`src/rtl/acq_sequencer_pkg.sv`:
```
// -----------------------------------------------------------------------------
// acq_sequencer_pkg
//
// Purpose : Shared definitions for the acquisition sequencer slice: the FSM
//           state encoding, the latency counter width and a saturating
//           increment helper used by the latency counter.
//
// Contents:
//   acq_state_e    2-bit FSM state (IDLE=0, ARM=1, ALIGN=2, WRITE=3)
//   LATENCY_WIDTH  width of the start-to-first-write latency counter
//   sat_inc()      increment that sticks at all ones instead of wrapping
// -----------------------------------------------------------------------------
package acq_sequencer_pkg;

  // Encoding is fixed so status readers and debug probes can decode it.
  typedef enum logic [1:0] {
    IDLE  = 2'd0,
    ARM   = 2'd1,
    ALIGN = 2'd2,
    WRITE = 2'd3
  } acq_state_e;

  localparam int unsigned LATENCY_WIDTH = 32;

  // Saturating increment: a stuck-at-max value is more useful to software
  // than one that silently wraps back to a small number.
  function automatic logic [LATENCY_WIDTH-1:0] sat_inc(
    input logic [LATENCY_WIDTH-1:0] value
  );
    if (&value) begin
      return value;
    end
    return value + LATENCY_WIDTH'(1);
  endfunction

endpackage : acq_sequencer_pkg

```
`src/rtl/acq_latency_counter.sv`:
```
// -----------------------------------------------------------------------------
// acq_latency_counter
//
// Purpose : Saturating 32-bit cycle counter measuring how long a sequence
//           waits between start acceptance and its first BRAM write. Once
//           frozen it keeps its value until the next clear, so later shots of
//           the same sequence do not disturb the measurement.
//
// Ports:
//   clk     in   clock, rising edge
//   rst     in   synchronous active-high reset (count=0, not frozen)
//   clear   in   zero the count and release the freeze (new sequence)
//   enable  in   count this cycle (ignored while frozen)
//   freeze  in   stop counting until the next clear
//   count   out  current latency value
// -----------------------------------------------------------------------------
module acq_latency_counter
  import acq_sequencer_pkg::*;
(
  input  logic                     clk,
  input  logic                     rst,
  input  logic                     clear,
  input  logic                     enable,
  input  logic                     freeze,
  output logic [LATENCY_WIDTH-1:0] count
);

  logic frozen;

  // NOTE: clocked state uses non-blocking assignments so every flop samples
  // the pre-edge values of the others, independent of statement order.
  always_ff @(posedge clk) begin
    if (rst) begin
      count  <= '0;
      frozen <= 1'b0;
    end else if (clear) begin
      count  <= '0;
      frozen <= 1'b0;
    end else begin
      if (freeze) begin
        frozen <= 1'b1;
      end
      // A freeze arriving in the same cycle as enable wins, so the value
      // never moves once the first write has been reached.
      if (enable && !frozen && !freeze) begin
        count <= sat_inc(count);
      end
    end
  end

endmodule : acq_latency_counter

```
`src/rtl/acq_sequencer.sv`:
```
// -----------------------------------------------------------------------------
// acq_sequencer
//
// Purpose : Sequences BRAM capture shots. After a start request it optionally
//           waits for an external trigger edge, then aligns to the datapath's
//           free-running write address wrapping to zero, and asserts the BRAM
//           write enable for exactly one full BRAM (2^BRAM_WIDTH cycles). This
//           repeats for n_shots shots, then pulses done. abort returns to
//           IDLE at any time without a done pulse.
//
// Parameters:
//   BRAM_WIDTH  BRAM address width; one shot is 2^BRAM_WIDTH samples
//   SHOT_WIDTH  width of the shot-count configuration and status
//
// Ports:
//   clk         in   clock, rising edge
//   rst         in   synchronous active-high reset
//   start       in   one-cycle sequence request, honoured only in IDLE
//   abort       in   level; ends any sequence, highest priority
//   trig_en     in   per-shot trigger gating, sampled with start
//   trig        in   external trigger, rising edge used
//   n_shots     in   shots per sequence (0 means 1), sampled with start
//   address     in   free-running BRAM write address from the datapath
//   wen         out  registered BRAM write enable
//   busy        out  high whenever the FSM is not in IDLE
//   done        out  one-cycle pulse after the final write of a sequence
//   shot_count  out  shots completed in the current or last sequence
//   latency     out  cycles from start acceptance to the first write
// -----------------------------------------------------------------------------
module acq_sequencer
  import acq_sequencer_pkg::*;
#(
  parameter int BRAM_WIDTH = 13,
  parameter int SHOT_WIDTH = 16
) (
  input  logic                     clk,
  input  logic                     rst,
  input  logic                     start,
  input  logic                     abort,
  input  logic                     trig_en,
  input  logic                     trig,
  input  logic [SHOT_WIDTH-1:0]    n_shots,
  input  logic [BRAM_WIDTH-1:0]    address,
  output logic                     wen,
  output logic                     busy,
  output logic                     done,
  output logic [SHOT_WIDTH-1:0]    shot_count,
  output logic [LATENCY_WIDTH-1:0] latency
);

  // ---------------------------------------------------------------------------
  // Declarations
  // ---------------------------------------------------------------------------
  acq_state_e            state;
  acq_state_e            next_state;

  logic                  trig_q;       // previous-cycle trig for edge detect
  logic                  trig_rise;
  logic [BRAM_WIDTH-1:0] wr_cnt;       // position inside the current shot
  logic [SHOT_WIDTH-1:0] n_shots_q;    // latched target, never zero
  logic                  trig_en_q;
  logic [SHOT_WIDTH-1:0] shot_next;

  logic                  last_write;   // final cycle of the current shot
  logic                  final_shot;   // current shot completes the sequence

  // Output-decode strobes
  logic                  start_accept;
  logic                  shot_inc;
  logic                  wen_d;
  logic                  done_d;
  logic                  lat_clear;
  logic                  lat_enable;
  logic                  lat_freeze;

  // ---------------------------------------------------------------------------
  // Inline helpers: trigger edge detector and shot bookkeeping
  // ---------------------------------------------------------------------------
  assign trig_rise  = trig & ~trig_q;
  assign last_write = (state == WRITE) && (&wr_cnt);

  // shot_count < n_shots_q <= all ones whenever a shot completes, so the
  // increment cannot wrap and a plain SHOT_WIDTH-bit compare is exact.
  assign shot_next  = shot_count + SHOT_WIDTH'(1);
  assign final_shot = (shot_next == n_shots_q);

  assign busy = (state != IDLE);

  // ---------------------------------------------------------------------------
  // FSM process 1: state register
  // ---------------------------------------------------------------------------
  always_ff @(posedge clk) begin
    if (rst) begin
      state <= IDLE;
    end else begin
      state <= next_state;
    end
  end

  // ---------------------------------------------------------------------------
  // FSM process 2: next-state logic. abort is checked first so it overrides
  // start, trigger edges and shot completion alike.
  // ---------------------------------------------------------------------------
  // NOTE: every combinational output gets a default before any branch, so no
  // path leaves it unassigned and no latch is inferred.
  always_comb begin
    next_state = state;
    if (abort) begin
      next_state = IDLE;
    end else begin
      unique case (state)
        IDLE: begin
          if (start) begin
            next_state = trig_en ? ARM : ALIGN;
          end
        end
        ARM: begin
          if (trig_rise) begin
            next_state = ALIGN;
          end
        end
        ALIGN: begin
          if (address == '0) begin
            next_state = WRITE;
          end
        end
        WRITE: begin
          if (&wr_cnt) begin
            if (final_shot) begin
              next_state = IDLE;
            end else begin
              next_state = trig_en_q ? ARM : ALIGN;
            end
          end
        end
        default: next_state = IDLE;
      endcase
    end
  end

  // ---------------------------------------------------------------------------
  // FSM process 3: output decode. wen is registered from next_state, so it is
  // high exactly in the cycles the FSM sits in WRITE and drops the cycle after
  // an abort or reset.
  // ---------------------------------------------------------------------------
  always_comb begin
    start_accept = (state == IDLE) && start && !abort;
    shot_inc     = last_write && !abort;
    wen_d        = (next_state == WRITE);
    done_d       = last_write && final_shot && !abort;
    lat_clear    = start_accept;
    // Counting only happens while waiting (ARM/ALIGN); the first WRITE cycle
    // freezes the value for the rest of the sequence.
    lat_enable   = ((state == ARM) || (state == ALIGN)) && !abort;
    lat_freeze   = (state == WRITE);
  end

  // ---------------------------------------------------------------------------
  // Datapath registers
  // ---------------------------------------------------------------------------
  always_ff @(posedge clk) begin
    if (rst) begin
      trig_q     <= 1'b0;
      wr_cnt     <= '0;
      n_shots_q  <= '0;
      trig_en_q  <= 1'b0;
      shot_count <= '0;
      wen        <= 1'b0;
      done       <= 1'b0;
    end else begin
      trig_q <= trig;
      wen    <= wen_d;
      done   <= done_d;

      // Counter runs only inside WRITE and is zero on every entry to it.
      if (state == WRITE) begin
        wr_cnt <= wr_cnt + BRAM_WIDTH'(1);
      end else begin
        wr_cnt <= '0;
      end

      if (start_accept) begin
        n_shots_q  <= (n_shots == '0) ? SHOT_WIDTH'(1) : n_shots;
        trig_en_q  <= trig_en;
        shot_count <= '0;
      end else if (shot_inc) begin
        shot_count <= shot_next;
      end
    end
  end

  // ---------------------------------------------------------------------------
  // Start-to-first-write latency
  // ---------------------------------------------------------------------------
  acq_latency_counter u_latency (
    .clk    (clk),
    .rst    (rst),
    .clear  (lat_clear),
    .enable (lat_enable),
    .freeze (lat_freeze),
    .count  (latency)
  );

endmodule : acq_sequencer

```
`config.mk`:
```
export PLATFORM = sky130hd
export DESIGN_NAME = acq_sequencer
export DESIGN_NICKNAME = d
export VERILOG_FILES = /design/src/rtl/acq_sequencer_pkg.sv /design/src/rtl/acq_latency_counter.sv /design/src/rtl/acq_sequencer.sv
export SDC_FILE = /design/constraint.sdc
export NUM_CORES = 1
export LEC_CHECK = 0
export CAP_MARGIN = 20
export CELL_PAD_IN_SITES_DETAIL_PLACEMENT = 0
export CELL_PAD_IN_SITES_GLOBAL_PLACEMENT = 2
export CORE_ASPECT_RATIO = 0.6
export CORE_MARGIN = 1.5
export CORE_UTILIZATION = 31
export DETAILED_ROUTE_END_ITERATION = 8
export GPL_ROUTABILITY_DRIVEN = 0
export HOLD_SLACK_MARGIN = 0.05
export PLACE_DENSITY_LB_ADDON = 0.1
export SLEW_MARGIN = 15
export SYNTH_ARGS = -nofsm -noshare
export SYNTH_HDL_FRONTEND = slang
export SYNTH_HIERARCHICAL = 1
export SYNTH_SLANG_ARGS = --single-unit
```
`constraint.sdc`:
```
create_clock -name clk -period 3.7 [get_ports clk]
set_input_delay 0.925 -clock clk [delete_from_list [all_inputs] [get_ports clk]]
set_output_delay 0.925 -clock clk [all_outputs]
set_load 0.03 [all_outputs]
```
==> results of run 1 <==
-- path summary, 6_finish.rpt --
path | start | slack, ns | endpoint
min reg2reg | wr_cnt[0] | 0.45 | wr_cnt[0]
max | abort | 0.50 | u_latency/count[16]
min | wr_cnt[0] | 0.45 | wr_cnt[0]
max reg2reg | state[1] | 0.64 | u_latency/count[16]
-- worst max-delay path, delay by kind of cell --
kind,cells,cell delay (ns)
and+or+nand+nor,5,1.95
AOI/OAI and AO/OA,1,0.15
buffers and inverters,1,0.42
-- power by group --
part,switching [mW],internal [mW]
Sequential,0.0128,0.917
Combinational,0.0823,0.0781
Clock,0.349,0.528
Total,0.444,1.52
-- metal layers --
| layer | wire [um] | track usage [%] | up-vias |
|---|---|---|---|
| met1 | 7770 | 30.5 | 2050 |
| met3 | 687 | 4.19 | 5 |
| met4 | 58 | 2.80 | 0 |
| met2 | 5020 | 23.6 | 107 |
| li1 | - | - | 2107 |
| met5 | 0 | 0 | - |
-- logic make-up after synthesis --
group | share of synthesized area, %
xor+xnor | 9.53
flops | 37.4
compound gates | 17.6
simple gates | 29.3
buf+inv | 3.53
mux | 0.445
fa+ha+maj | 2.22
-- cell usage after synthesis, drive strengths merged (4+ instances only) --
cell type / count / area, um^2
dfxtp: 84 / 1680
nor2: 57 / 224
nand2: 34 / 128
a21oi: 30 / 150
xnor2: 30 / 263
o21ai: 26 / 130
nand3: 25 / 130
nor3: 21 / 125
a22o: 19 / 166
nand4: 19 / 146
or3: 19 / 119
xor2: 19 / 166
clkbuf: 14 / 53.8
nor4: 14 / 106
inv: 12 / 45.0
buf: 10 / 60.1
or4: 10 / 78.8
a211oi: 9 / 67.6
ha: 8 / 100
nand2b: 7 / 43.8
o31ai: 7 / 66.3
and3: 5 / 32.5
or2: 5 / 33.8
a31oi: 4 / 25.0
and4: 4 / 35.0
-- metrics by stage --
step	std cells	total power [mW]	utilization, %	setup WS (ns)
3_5_place_dp	791	1.11	39.8	0.163
6_report	804	1.97	41.8	0.495
3_3_place_gp	791	1.11	39.8	0.226
2_1_floorplan	531	1.03	-	0.659
4_1_cts	804	2.00	41.8	0.515
5_1_grt	804	2.05	41.8	0.402
-- flip-flops by register name (all words and copies together) (netlist names) --
register	count
trig_q	1
state	2
u_latency/frozen	1
u_latency/count	32
done	1
wr_cnt	13
trig_en_q	1
n_shots_q	16
wen	1
shot_count	16
-- final cells by class --
| cell class | instances | area share [%] |
|---|---|---|
| multi-input cells | 411 | 45.8 |
| flip-flops and latches | 84 | 28.9 |
| repair buffers | 92 | 15.5 |
| well taps | 192 | 4.13 |
| clock buffers | 10 | 4.11 |
| inverters | 12 | 0.775 |
| clock inverters | 3 | 0.689 |
==> metrics.cfg, run 1 <==
[logic_synthesis]
ys_ff_latch = 84
syn-num-nets = 574
synthFlopType = dfxtp_1
syn_inst = 531
async_flop_share_pct = 0
synth_edf_count = 0
ys_seq_area_share_pct = 37.4
synth_cell_types = 62
ys_warn_count = 6
syn_area_per_cell_um2 = 8.48
syn_area_um2 = 4500

[finish]
fin_area_um2 = 5810
final_common_cell = clkdlybuf4s50_1
area_delta_synth_final_pct = 29.1
seq_area_um2 = 1680
num-fill-cells = 1406
layout.nets = 653
drive_gt1_share_pct = 7.19
final_cell_mix = clkdlybuf4s50_1 (85), dfxtp_1 (84), nor2_1 (54), nand2_1 (34)
multi_input_area_um2 = 2660
num_antenna_cells = 0

[floorplanning]
die_area_um2 = 15300
io_pins = 86
core_um2 = 13900
dieWidth_um = 159
die_h_um = 96.3
initial_core_util_pct = 32.4
rows = 33

[global_route]
overflow = 0
grtUsageTotal_pct = 18.6
antenna_found_initial = 0
grt_max_degree = 17
first_global_vias = 3877
grt_pass1_wl_um = 21500

[routing]
drc = 0
num_vias = 4269
wl_per_cell_um = 16.8
dr.pass1.iters = 5
wl_um = 13500
drtAntennaViolNets = 0
vias_per_cell = 5.31
dr.first_iter.drc_count = 234

[critical_path]
cp.required_ns = 3.96
end_kind = flop
crit_type = input pin to flop
reg2reg_depth = 8
start_kind = input pin
arrival_ns = 3.46
cpPeakStageDelay_ns = 0.68
crit_chain = clkdlybuf4s50_1, nor2b_1, or3b_4, or4_1, nor2_4, or4b_1, a21oi_1
cpMaxStageDelayCell = or4_1
crit_fanout = 6

[timing]
slew_headroom_pct = 46.7
setup_viol = 0
hold_violations = 0
clock.fmax_mhz = 312
fin_worst_skew_ns = 0.00819
timing.final.crit_share_pct = 86.6
worst_slew_pin_slew_ns = 0.797
rsz0062_at_grt = no
fin_crit_ns = 3.20
setup_tns_ns = 0
hold_slack_ns = 0.449
drv_slew = 0

[placed_design]
port_buffers = 85
hpwl_um = 10400
place_area_um2 = 5530

[clocking]
worstSkewPairLatency_ns = 0.33
clkSinkCount = 84
h-tree-depth = 3
tritoncts = built
post-cts-setup-buffers = 0
cts_buffers = 9
cts_resized = 0
cts_hold_buffers = 0
clockRootBuffer = clkbuf_16
cts.path.max_buffers = 2
path_clk_slew_ns = 0.06

[power_and_ir_drop]
power_density_nw_per_um2 = 338
irDropWorstVdd_mv = 0.192
p_leak_nw = 1.80

[outcome]
outcome = completed

[worst_hold_path]
hold_class = flop to flop
hold_depth = 1

[run]
max_cap_viol_count = 0

Power figures use the tool's default switching activity.
==> run 2, diff against run 1 <==
--- a/config.mk
+++ b/config.mk
@@ -5,7 +5,6 @@
 export SDC_FILE = /design/constraint.sdc
 export NUM_CORES = 1
 export LEC_CHECK = 0
-export CAP_MARGIN = 20
 export CELL_PAD_IN_SITES_DETAIL_PLACEMENT = 0
 export CELL_PAD_IN_SITES_GLOBAL_PLACEMENT = 2
 export CORE_ASPECT_RATIO = 0.6
==> results of run 2 <==
Final layout, timing and power as in run 1 (identical DEF).
